$ cat config.mk
export PLATFORM = sky130hd
export DESIGN_NAME = hs_arbiter
export DESIGN_NICKNAME = d
export VERILOG_FILES = /design/src/rtl/hs_arb_pkg.sv /design/src/rtl/hs_arbiter_rr_pick.sv /design/src/rtl/hs_arbiter.sv
export SDC_FILE = /design/constraint.sdc
export NUM_CORES = 1
export LEC_CHECK = 0
export ABC_AREA = 1
export CAP_MARGIN = 5
export CORE_MARGIN = 2
export CORE_UTILIZATION = 42
export DETAILED_ROUTE_END_ITERATION = 10
export HOLD_SLACK_MARGIN = 0.12
export PLACE_DENSITY = 0.84
export SYNTH_ARGS = -nofsm -noshare
export SYNTH_HDL_FRONTEND = slang
export SYNTH_SLANG_ARGS = --single-unit
$ cat constraint.sdc
create_clock -name clk -period 2 [get_ports clk]
set_input_delay 0.6 -clock clk [delete_from_list [all_inputs] [get_ports clk]]
set_output_delay 0.6 -clock clk [all_outputs]
set_load 0.03 [all_outputs]
$ cat src/rtl/hs_arb_pkg.sv
// Shared types and constants for the round-robin req/ack channel arbiter.
package hs_arb_pkg;

  typedef enum logic [1:0] {
    IDLE  = 2'd0,
    REQ   = 2'd1,
    ACK   = 2'd2,
    DRAIN = 2'd3
  } state_e;

  localparam int N_DEF  = 4;
  localparam int W_DEF  = 8;
  localparam int CW_DEF = 16;

  function automatic int clog2(input int value);
    int r;
    r = 0;
    while ((1 << r) < value) r++;
    return r;
  endfunction

  // Index width never drops below one bit, even for degenerate sizes.
  function automatic int idx_width(input int n);
    return (clog2(n) < 1) ? 1 : clog2(n);
  endfunction

endpackage

$ cat src/rtl/hs_arbiter_rr_pick.sv
// Combinational round-robin picker: first set request at or above ptr, wrapping modulo N.
module rr_pick
  import hs_arb_pkg::*;
#(
  parameter int N  = N_DEF,
  parameter int IW = idx_width(N)
) (
  input  logic [N-1:0]  req,
  input  logic [IW-1:0] ptr,
  output logic          valid,
  output logic [IW-1:0] idx
);

  logic [N-1:0]  req_rot;
  logic [IW-1:0] off;
  logic [IW:0]   sum;

  // Rotating the doubled vector puts the highest-priority sender at bit 0.
  assign req_rot = N'({req, req} >> ptr);
  assign valid   = |req;

  always_comb begin
    off = '0;
    for (int k = N - 1; k >= 0; k--) begin
      if (req_rot[k]) off = IW'(k);
    end
    sum = {1'b0, ptr} + {1'b0, off};
    if (sum >= (IW + 1)'(N)) sum = sum - (IW + 1)'(N);
    idx = sum[IW-1:0];
  end

endmodule

$ cat src/rtl/hs_arbiter.sv
// Round-robin arbiter sharing one four-phase req/ack data channel among N senders.
module hs_arbiter
  import hs_arb_pkg::*;
#(
  parameter  int N  = N_DEF,
  parameter  int W  = W_DEF,
  parameter  int CW = CW_DEF,
  localparam int IW = idx_width(N)
) (
  input  logic          clk,
  input  logic          rst,
  input  logic [N-1:0]  s_req,
  input  logic [N*W-1:0] s_data,
  output logic [N-1:0]  s_ack,
  output logic          m_req,
  output logic [W-1:0]  m_data,
  input  logic          m_ack,
  output logic [IW-1:0] grant_id,
  output logic          busy,
  output logic [CW-1:0] xfer_cnt
);

  state_e         state_q;
  logic           m_req_q;
  logic [W-1:0]   m_data_q;
  logic [N-1:0]   s_ack_q;
  logic [IW-1:0]  grant_q;
  logic [IW-1:0]  rr_ptr_q, rr_ptr_d;
  logic [CW-1:0]  xfer_cnt_q, xfer_cnt_d;
  logic           busy_q;

  logic           pick_valid;
  logic [IW-1:0]  pick_idx;
  logic [W-1:0]   pick_data;
  logic           grant_req;
  logic [N-1:0]   grant_onehot;
  logic [W-1:0]   sender_data [N];

  genvar gi;
  generate
    for (gi = 0; gi < N; gi++) begin : g_unpack
      assign sender_data[gi] = s_data[gi*W +: W];
    end
  endgenerate

  rr_pick #(
    .N  (N),
    .IW (IW)
  ) u_pick (
    .req   (s_req),
    .ptr   (rr_ptr_q),
    .valid (pick_valid),
    .idx   (pick_idx)
  );

  assign pick_data    = sender_data[pick_idx];
  assign grant_req    = s_req[grant_q];
  assign grant_onehot = N'(1) << grant_q;
  assign rr_ptr_d     = (grant_q == IW'(N - 1)) ? '0 : grant_q + IW'(1);
  assign xfer_cnt_d   = xfer_cnt_q + CW'(1);

  always_ff @(posedge clk or negedge rst) begin
    if (!rst) begin
      state_q    <= IDLE;
      m_req_q    <= 1'b0;
      m_data_q   <= '0;
      s_ack_q    <= '0;
      grant_q    <= '0;
      rr_ptr_q   <= '0;
      xfer_cnt_q <= '0;
      busy_q     <= 1'b0;
    end else begin
      case (state_q)
        IDLE: begin
          // m_ack seen here is a receiver fault and is deliberately ignored.
          if (pick_valid) begin
            grant_q  <= pick_idx;
            m_data_q <= pick_data;
            m_req_q  <= 1'b1;
            busy_q   <= 1'b1;
            state_q  <= REQ;
          end
        end
        REQ: begin
          // The granted s_req is not looked at here, so an early drop still completes.
          if (m_ack) begin
            s_ack_q <= grant_onehot;
            state_q <= ACK;
          end
        end
        ACK: begin
          if (!grant_req) begin
            m_req_q <= 1'b0;
            state_q <= DRAIN;
          end
        end
        DRAIN: begin
          if (!m_ack) begin
            s_ack_q    <= '0;
            rr_ptr_q   <= rr_ptr_d;
            xfer_cnt_q <= xfer_cnt_d;
            busy_q     <= 1'b0;
            state_q    <= IDLE;
          end
        end
        default: begin
          state_q <= IDLE;
        end
      endcase
    end
  end

  assign s_ack    = s_ack_q;
  assign m_req    = m_req_q;
  assign m_data   = m_data_q;
  assign grant_id = grant_q;
  assign busy     = busy_q;
  assign xfer_cnt = xfer_cnt_q;

endmodule

-- After elaboration in Yosys (flattened, before gate mapping)
Index checks and enable logic that the tools add are counted.
- bits in registers: 36
- input bits: 39
- add/subtract/negate cells: 4
- order comparisons: 3
- equal/unequal tests: 8
- shifts and indexed selects: 2
- mux-type cells: 24
- bitwise operators: 2
- reduce and logical (&&, ||, !) cells: 11
- operators by type and width (kind ; count):
    $mux 2 ; 10
    $add 16x1->16 const B ; 1
    $bmux 8 s2 ; 1
    $mux 8 ; 2
    $reduce_and 3->1 ; 3
    $mux 4 ; 2
    $ne 2x2->1 const B ; 4
    $pmux 2 s4 ; 1
    $pmux 4 s2 ; 1
    $shr 8x2->4 ; 1
    $eq 2x2->1 const B ; 3
    $ge 3x3->1 const B ; 2
    $reduce_bool 2->1 ; 3
    $mux 1 ; 4
    $pmux 1 s2 ; 2
    $reduce_and 2->1 ; 2
    $reduce_and 4->1 ; 1
    $reduce_or 4->1 ; 1
    $shl 1x2->4 const A ; 1
    $add 2x2->3 ; 1
    $lt 2x3->1 const B ; 1
    $not 2->3 ; 1
    $add 2x1->2 const B ; 1
    $bmux 1 s2 ; 1
    other kinds (4) ; 4

-- Logic depth before layout (Yosys ltp)
Gate-level depths: netlist of run 1.
- word-level depth: 12
- depth in mapped cells: 14
- gate-level depth less buffers: 14

-- Cells and area by module
A second synthesis of run 1 with hierarchy kept.
- cell total of the unflattened synthesis: 304
- area, all modules: 2270.9 µm²
- by module, submodules not included (module ; times used ; cells each ; area each (µm²) ; seq. area each (µm²)):
    hs_arbiter ; 1 ; 269 ; 2103.3 ; 900.9
    rr_pick ; 1 ; 35 ; 167.7 ; 0.0

-- Worst setup path before layout of run 1
No wires, ideal clock.
- path type: in2reg
- start: input port s_req[1]
- end: register m_data_q[2] (netlist: m_data[2])
- setup time: 117 ps
- arrival: 1976 ps
- data required time: 1883 ps
- slack: -93 ps
- stages on the path: 12
- cells stage by stage: nand2_1 -> nand3_1 -> nand2_2 -> nand3_1 -> a21boi_0 -> ha_1 -> buf_2 -> buf_8 -> mux2i_1 -> nand3_1 -> nand3_1 -> nand2_1
- longest elaborated chain between the ends: 12
- RTL lines (item ; RTL line ; RTL):
    start, declared ; hs_arbiter.sv:12 ; input logic [N-1:0] s_req,
    $shr 8x2->4 * ; hs_arbiter_rr_pick.sv:19 ; assign req_rot = N'({req, req} >> ptr);
    $mux 2 (3 in series) ; hs_arbiter_rr_pick.sv:25 ; if (req_rot[k]) off = IW'(k);
    $mux 2 * ; hs_arbiter_rr_pick.sv:25 ;
    $add 2x2->3 * ; hs_arbiter_rr_pick.sv:27 ; sum = {1'b0, ptr} + {1'b0, off};
    $ge 3x3->1 / $sub 2x1->2 (equally long branches) ; hs_arbiter_rr_pick.sv:28 ; if (sum >= (IW + 1)'(N)) sum = sum - (IW + 1)'(N);
    $mux 2 * ; hs_arbiter_rr_pick.sv:28 ;
    named net pick_idx[0] ; hs_arbiter.sv:33 ; logic [IW-1:0] pick_idx;
    $not 2->3 (implied by the code) * ; hs_arbiter.sv:56 ; assign pick_data = sender_data[pick_idx];
    $bmux 8 s2 * ; hs_arbiter.sv:56 ;
    $mux 8 (implied by the code) * (2 in series) ; hs_arbiter.sv:56 ;
    end signal, assigned ; hs_arbiter.sv:78 ; m_data_q <= pick_data;
    end, declared ; hs_arbiter.sv:25 ; logic [W-1:0] m_data_q;
Mark *: on every way through the listed nets, which the timed path passes. The rest lies on a longest branch. The select of a mux whose other input is x is not followed.
A chain may end at the register's enable or synchronous reset.

-- Worst setup path after layout of run 1
- start: register rr_ptr_q[0]
- end: register m_data_q[6] (netlist: m_data[6])
- longest elaborated chain between the ends: 12
- RTL lines (item ; RTL line ; RTL):
    start, declared ; hs_arbiter.sv:28 ; logic [IW-1:0] rr_ptr_q, rr_ptr_d;
    start signal, assigned ; hs_arbiter.sv:100 ; rr_ptr_q <= rr_ptr_d;
    $shr 8x2->4 ; hs_arbiter_rr_pick.sv:19 ;
    $mux 2 (4 in series) ; hs_arbiter_rr_pick.sv:25 ;
    $add 2x2->3 * ; hs_arbiter_rr_pick.sv:27 ;
    $ge 3x3->1 / $sub 2x1->2 (equally long branches) ; hs_arbiter_rr_pick.sv:28 ;
    $mux 2 * ; hs_arbiter_rr_pick.sv:28 ;
    named net pick_idx[0] ; hs_arbiter.sv:33 ;
    $not 2->3 (implied by the code) * ; hs_arbiter.sv:56 ;
    $bmux 8 s2 * ; hs_arbiter.sv:56 ;
    $mux 8 (implied by the code) * (2 in series) ; hs_arbiter.sv:56 ;
Marks and branches as above.

==> flow_metrics.env, run 1 <==
export IMPL_max_freq_ghz=0.478
export IMPL_synth_edf_count=0
export IMPL_synth_cell_type_count=32
export IMPL_maxSlewHeadroom=0.689
export IMPL_dp_hpwl_um=4190
export IMPL_grt_pass1_wl_um=10200
export IMPL_cts_num_sinks=36
export IMPL_cap_violations=0
export IMPL_die_w_um=76.2
export IMPL_synth_compound_area_frac=0.0537
export IMPL_via_per_inst=5.10
export IMPL_worstMarginPinSlew_ps=467
export IMPL_clockRootBuffer="clkbuf_8"
export IMPL_grt_pass1_vias=2233
export IMPL_cts_buffer_depth=2
export IMPL_routabilityCongestion=0.826
export IMPL_hp_class="in -> async"
export IMPL_synthAdderAreaFrac=0.0628
export IMPL_criticalPathCategory="reg -> reg"
export IMPL_synthMuxAreaShare=0.0731
export IMPL_syn_inst=256
export IMPL_cts_tree="yes"
export IMPL_synthesis_area_um2=2190
export IMPL_violations="setup timing"
export IMPL_rsz0062_at_grt="yes"
export IMPL_leakage_uw=0.00182
export IMPL_path_delay_family="simple AND/OR/NAND/NOR gates"
export IMPL_required_ps=2190
export IMPL_syn_area_per_cell_um2=8.56
export IMPL_core_area_um2=5070
export IMPL_synth_flop_cell="dfrtp_1"
export IMPL_gr_usage_all_layers=0.218
export IMPL_total_power_uw=6480
export IMPL_cpMostUsedCell="nand3_2"
export IMPL_drc=0
export IMPL_routedWlPerCell_um=15.2
export IMPL_yosys_register_bits=36
export IMPL_period_share=1.05
export IMPL_skew_ps=10.4
export IMPL_layout_min_cycle_time_ps=2090
export IMPL_yosys_warnings=0
export IMPL_port_buffers=70
export IMPL_critical_path_max_stage_delay_ps=470
export IMPL_antenna_found_initial=0
export IMPL_place_inst=414
export IMPL_synthArstFlopShare=1.00
export IMPL_die_area_um2=5810
export IMPL_outcome="finished with violations"
export IMPL_setup_violations=8
export IMPL_cpMaxStageDelayCell="dfrtp_2"
export IMPL_rows=26
export IMPL_fin_area_um2=3600
export IMPL_start_util=0.432
export IMPL_worstPathMaxFanout=8
export IMPL_overflow=0
export IMPL_r2r_end="m_data[6]$_DFFE_PN0P_"
export IMPL_postSynthNetCount=306
export IMPL_ir_drop_v=0.00162
export IMPL_powerDensity_nw_per_um2=1800
export IMPL_synth_top_family_by_area="simple AND/OR/NAND/NOR gates"
export IMPL_cp_end_kind="flop"
export IMPL_clk_pin_slew_worst_paths_ps=80
export IMPL_slew_viol_final=0
export IMPL_firstDrtPassIters=4
export IMPL_finalWorstSetupSlack_ps=-93.5
export IMPL_insertion_delay_ps=290
export IMPL_place_ws_ps=-626
export IMPL_dieHeight_um=76.2
export IMPL_drive_gt1_frac=0.297
export IMPL_wl_um=6580
export IMPL_antenna_left=0
export IMPL_crit_buf_inv=2
export IMPL_r2r_start="rr_ptr_q[0]$_DFFE_PN0P_"
export IMPL_grt_max_degree=37
export IMPL_rrSetupSlack_ps=-90
export IMPL_htreeDepth=2
export IMPL_syn2layout_area_growth_pct=64.3
export IMPL_hold_viol=0
export IMPL_ys_seq_area_frac=0.411
export IMPL_synth_simple_area_share=0.283
export IMPL_layout_nets=413
export IMPL_critPathArrivalTime_ps=2280
export IMPL_synth_xor_xnor_area_share=0.0559
export IMPL_ios=71
export IMPL_drt_iter0_markers=150
export IMPL_num_vias=2213
export IMPL_reg2reg_depth=12
export IMPL_cp_cell_sequence="clkinv_4, nand2_4, nand3_2, nand2_2, nand3_2, a21boi_4, ha_4, buf_8, mux2i_1, nand2_1, nand3_2, nand2_1"
export IMPL_antenna_cells=0
export IMPL_stdcell_count=434
export IMPL_placed_cell_area_um2=3120
export IMPL_cp_start_kind="flop"
export IMPL_cts_buffers=5
## worst register-to-register path, cell delays in order (launching register included)
cell and delay [ps]:
dfrtp_2 470, clkinv_4 130, nand2_4 90, nand3_2 70, nand2_2 90, nand3_2 90
a21boi_4 210, ha_4 210, buf_8 160, mux2i_1 230, nand2_1 120, nand3_2 90
nand2_1 50
## flip-flops by register name (all words and copies together), names as in the netlist
name / cells
busy: 1
m_data: 8
state_q: 2
m_req: 1
rr_ptr_q: 2
xfer_cnt: 16
grant_id: 2
s_ack: 4
## kinds of logic (layout without fill, tap and decap cells)
family	Yosys count	count (layout)
buffers and inverters	29	136
XOR/XNOR	14	14
multiplexers	16	16
flip-flops	36	36
AND/OR/NAND/NOR	128	129
AO/OA/AOI/OAI	22	22
adder cells (fa/ha/maj)	11	11
## cells in the mapped netlist, types with 4 or more instances
cell type | number | area, um^2
xnor2_1 | 6 | 52.6
inv_2 | 4 | 15.0
xor2_1 | 8 | 70.1
nor2_1 | 10 | 37.5
inv_1 | 20 | 75.1
ha_1 | 11 | 138
mux2i_1 | 16 | 160
nand2_1 | 65 | 244
o21ai_0 | 17 | 85.1
nand3_1 | 30 | 150
nand2_2 | 5 | 31.3
dfrtp_1 | 36 | 901
## worst max path at each step
| stage | cells past startpoint | end | start | slack, ps |
|---|---|---|---|---|
| after CTS | 13 | m_data[5]$_DFFE_PN0P_ | rr_ptr_q[0]$_DFFE_PN0P_ | 0.6 |
| after detailed placement | 13 | m_data[5]$_DFFE_PN0P_ | s_req[1] | -630 |
| final | 12 | m_data[6]$_DFFE_PN0P_ | rr_ptr_q[0]$_DFFE_PN0P_ | -90 |
| after global routing | 12 | m_data[2]$_DFFE_PN0P_ | rr_ptr_q[0]$_DFFE_PN0P_ | -170 |
| after floorplan | 12 | m_data[2]$_DFFE_PN0P_ | s_req[2] | 5 |
| after global placement | 12 | m_data[3]$_DFFE_PN0P_ | s_req[1] | -550 |
## layout make-up
type,instances,area [um^2]
fillers,381,1470
multi-input cells,192,1390
clock buffers,5,68.8
repair buffers,102,1010
inverters,26,104
well taps,70,87.6
flip-flops and latches,36,903
clock inverters,3,42.5
## timing repair
item	CTS	global route
gates cloned	2	1
endpoints found under the setup margin	13	20
gates resized for setup	39	42
buffers inserted	9	2
hold buffers	0	0
pin swaps	10	22
## power breakdown
part / internal [uW] / total (uW) / switching, uW
Sequential: 996 / 1220 / 221
Clock: 369 / 644 / 275
Combinational: 2140 / 4620 / 2470
## layout by cell type, fill, tap and decap left out, types with 3 or more instances in the layout
master | Yosys | routed
buf_12 | 0 | 3
buf_4 | 0 | 27
clkbuf_8 | 1 | 5
clkdlybuf4s15_2 | 0 | 4
clkdlybuf4s50_1 | 0 | 52
dfrtp_1 | 36 | 34
dlygate4sd2_1 | 0 | 3
dlymetal6s2s_1 | 0 | 10
ha_1 | 11 | 10
inv_1 | 20 | 19
inv_2 | 4 | 4
mux2i_1 | 16 | 8
mux2i_2 | 0 | 5
mux2i_4 | 0 | 3
nand2_1 | 65 | 52
nand2_2 | 5 | 17
nand2_4 | 2 | 3
nand3_1 | 30 | 16
nand3_2 | 2 | 16
nor2_1 | 10 | 10
nor2_2 | 3 | 3
o21ai_0 | 17 | 16
xnor2_1 | 6 | 5
xor2_1 | 8 | 8
## metal layers
metal	routed length, um	GRT usage	share of wire
met5	0	0	0
met2	3520	0.377	0.54
met3	379	0.0498	0.058
met1	2510	0.260	0.38
met4	164	0.0927	0.025
## per-stage QoR
step | utilization | hold WS, ps | TNS, ps
final | 0.710 | 342 | -525
after global routing | 0.710 | 378 | -1310
after CTS | 0.681 | 353 | 0
after detailed placement | 0.614 | 466 | -6390
after global placement | 0.614 | 462 | -5410
after floorplan | - | 304 | 0
Note: power is estimated with default switching activity, not from simulation.
==> run 2: changes to the inputs <==
--- a/config.mk
+++ b/config.mk
@@ -8,10 +8,10 @@
 export ABC_AREA = 1
 export CAP_MARGIN = 5
 export CORE_MARGIN = 2
-export CORE_UTILIZATION = 42
+export CORE_UTILIZATION = 50
 export DETAILED_ROUTE_END_ITERATION = 10
 export HOLD_SLACK_MARGIN = 0.12
-export PLACE_DENSITY = 0.84
+export PLACE_DENSITY = 0.93
 export SYNTH_ARGS = -nofsm -noshare
 export SYNTH_HDL_FRONTEND = slang
 export SYNTH_SLANG_ARGS = --single-unit
==> constraint.sdc (replaced) <==
create_clock -name clk -period 2.6 [get_ports clk]
set_input_delay 0.78 -clock clk [delete_from_list [all_inputs] [get_ports clk]]
set_output_delay 0.78 -clock clk [all_outputs]
set_load 0.03 [all_outputs]
==> flow_metrics.env, run 2 (same netlist as run 1, synthesis figures left out) <==
export IMPL_outcome="finished clean"
export IMPL_htreeDepth=2
export IMPL_stdcell_count=394
export IMPL_insertion_delay_ps=300
export IMPL_reg2reg_depth=14
export IMPL_core_area_um2=4290
export IMPL_max_freq_ghz=0.395
export IMPL_routedWlPerCell_um=15.7
export IMPL_antenna_cells=0
export IMPL_maxSlewHeadroom=0.694
export IMPL_ir_drop_v=0.000880
export IMPL_antenna_found_initial=0
export IMPL_slew_viol_final=0
export IMPL_cp_end_kind="flop"
export IMPL_clk_pin_slew_worst_paths_ps=80
export IMPL_setup_violations=0
export IMPL_required_ps=2830
export IMPL_cts_buffers=5
export IMPL_min_path_cells=2
export IMPL_min_from="m_data[1]$_DFFE_PN0P_"
export IMPL_grt_pass1_wl_um=9520
export IMPL_holdWs_ps=489
export IMPL_skew_ps=11.5
export IMPL_criticalPathCategory="in -> reg"
export IMPL_syn2layout_area_growth_pct=44.9
export IMPL_ios=71
export IMPL_dieHeight_um=70.2
export IMPL_critPathArrivalTime_ps=2760
export IMPL_place_inst=384
export IMPL_layout_min_cycle_time_ps=2530
export IMPL_drt_iter0_markers=126
export IMPL_hold_viol=0
export IMPL_cap_violations=0
export IMPL_cts_tree="yes"
export IMPL_gr_usage_all_layers=0.241
export IMPL_drc=0
export IMPL_cts_num_sinks=36
export IMPL_rrSetupSlack_ps=360
export IMPL_grt_max_degree=37
export IMPL_cts_buffer_depth=2
export IMPL_num_vias=2191
export IMPL_place_ws_ps=-278
export IMPL_die_w_um=70.2
export IMPL_hp_class="reg -> reg"
export IMPL_routabilityCongestion=0.824
export IMPL_drive_gt1_frac=0.126
export IMPL_overflow=0
export IMPL_layout_nets=391
export IMPL_r2r_end="m_data[2]$_DFFE_PN0P_"
export IMPL_r2r_start="rr_ptr_q[0]$_DFFE_PN0P_"
export IMPL_mostFrequentLayoutCell="clkdlybuf4s50_1"
export IMPL_most_common_layout_cells="clkdlybuf4s50_1 (67), nand2_1 (63), dfrtp_1 (36)"
export IMPL_grt_pass1_vias=2131
export IMPL_hold_path_end="m_data[1]$_DFFE_PN0P_"
export IMPL_die_area_um2=4930
export IMPL_fin_area_um2=3180
export IMPL_port_buffers=70
export IMPL_period_share=0.973
export IMPL_leakage_uw=0.00153
export IMPL_powerDensity_nw_per_um2=1310
export IMPL_critical_path_startpoint="s_req[2]"
export IMPL_rows=24
export IMPL_start_util=0.510
export IMPL_largest_reg_flops=16
export IMPL_clockRootBuffer="clkbuf_8"
export IMPL_antenna_left=0
export IMPL_dp_hpwl_um=4250
export IMPL_placed_cell_area_um2=3020
export IMPL_firstDrtPassIters=4
export IMPL_worstMarginPinSlew_ps=459
export IMPL_via_per_inst=5.56
export IMPL_wl_um=6170
export IMPL_nFillCells=289
export IMPL_finalWorstSetupSlack_ps=70.6
export IMPL_worstPathMaxFanout=9
export IMPL_cp_start_kind="primary input"
## run 2: changes by cell type in the layout (fill, tap and decap cells not counted), moves of 7 or more
cell	previous run	this run
nand3_2	16	2
buf_4	27	8
mux2i_1	8	16
nand2_2	17	7
clkdlybuf4s50_1	52	67
dlymetal6s2s_1	10	3
nand2_1	52	63
nand3_1	16	30
## run 2: layout make-up
cell class | instances | area (um^2) | area share
sequential | 36 | 901 | 0.284
inverter | 26 | 98.8 | 0.0311
multi-input combinational | 191 | 1190 | 0.374
clock buffer | 8 | 90.1 | 0.0284
timing repair buffer | 81 | 833 | 0.262
tap | 52 | 65.1 | 0.0205
## run 2: repair_timing
| action | in CTS | in global routing |
|---|---|---|
| endpoints found under the setup margin | 0 | 9 |
| gates resized for setup | 0 | 10 |
| buffers inserted | 0 | 1 |
| hold buffers | 0 | 0 |
## run 2: worst max path at each step
stage,end,cells after the start
finish,m_data[2]$_DFFE_PN0P_,13
global route,m_data[2]$_DFFE_PN0P_,13
CTS,m_data[2]$_DFFE_PN0P_,14
detailed placement,m_data[2]$_DFFE_PN0P_,13
global placement,grant_id[1]$_DFFE_PN0P_,13
floorplan,m_data[2]$_DFFE_PN0P_,12
## run 2: power by group
part / internal [uW] / switching (uW)
Sequential: 762 / 199
Combinational: 1220 / 1550
Clock: 216 / 211
## run 2: per-layer routing
layer	share of wire	global-route usage	up-vias
met5	0	0	-
met3	0.049	0.0476	16
met4	0.019	0.0897	0
met2	0.54	0.454	90
li1	-	-	1007
met1	0.39	0.266	1078
## run 2: per-stage QoR
stage               TNS, ps  utilization  total power (uW)
floorplan                 0            -              2620
global placement      -1350        0.703              3320
detailed placement    -2270        0.703              3420
CTS                       0        0.723              3860
global route           -126        0.740              4410
finish                    0        0.740              4150
## run 2: worst max-delay path: stages
cell             delay (ps)
clkdlybuf4s50_1         510
nand2_1                  80
nand3_1                 110
nand3_1                 100
a21boi_2                190
ha_4                    160
xnor2_2                 140
inv_1                   120
nand2_4                 150
nand2_4                 110
nand2_1                  90
nand3_1                  70
nand2_1                 130
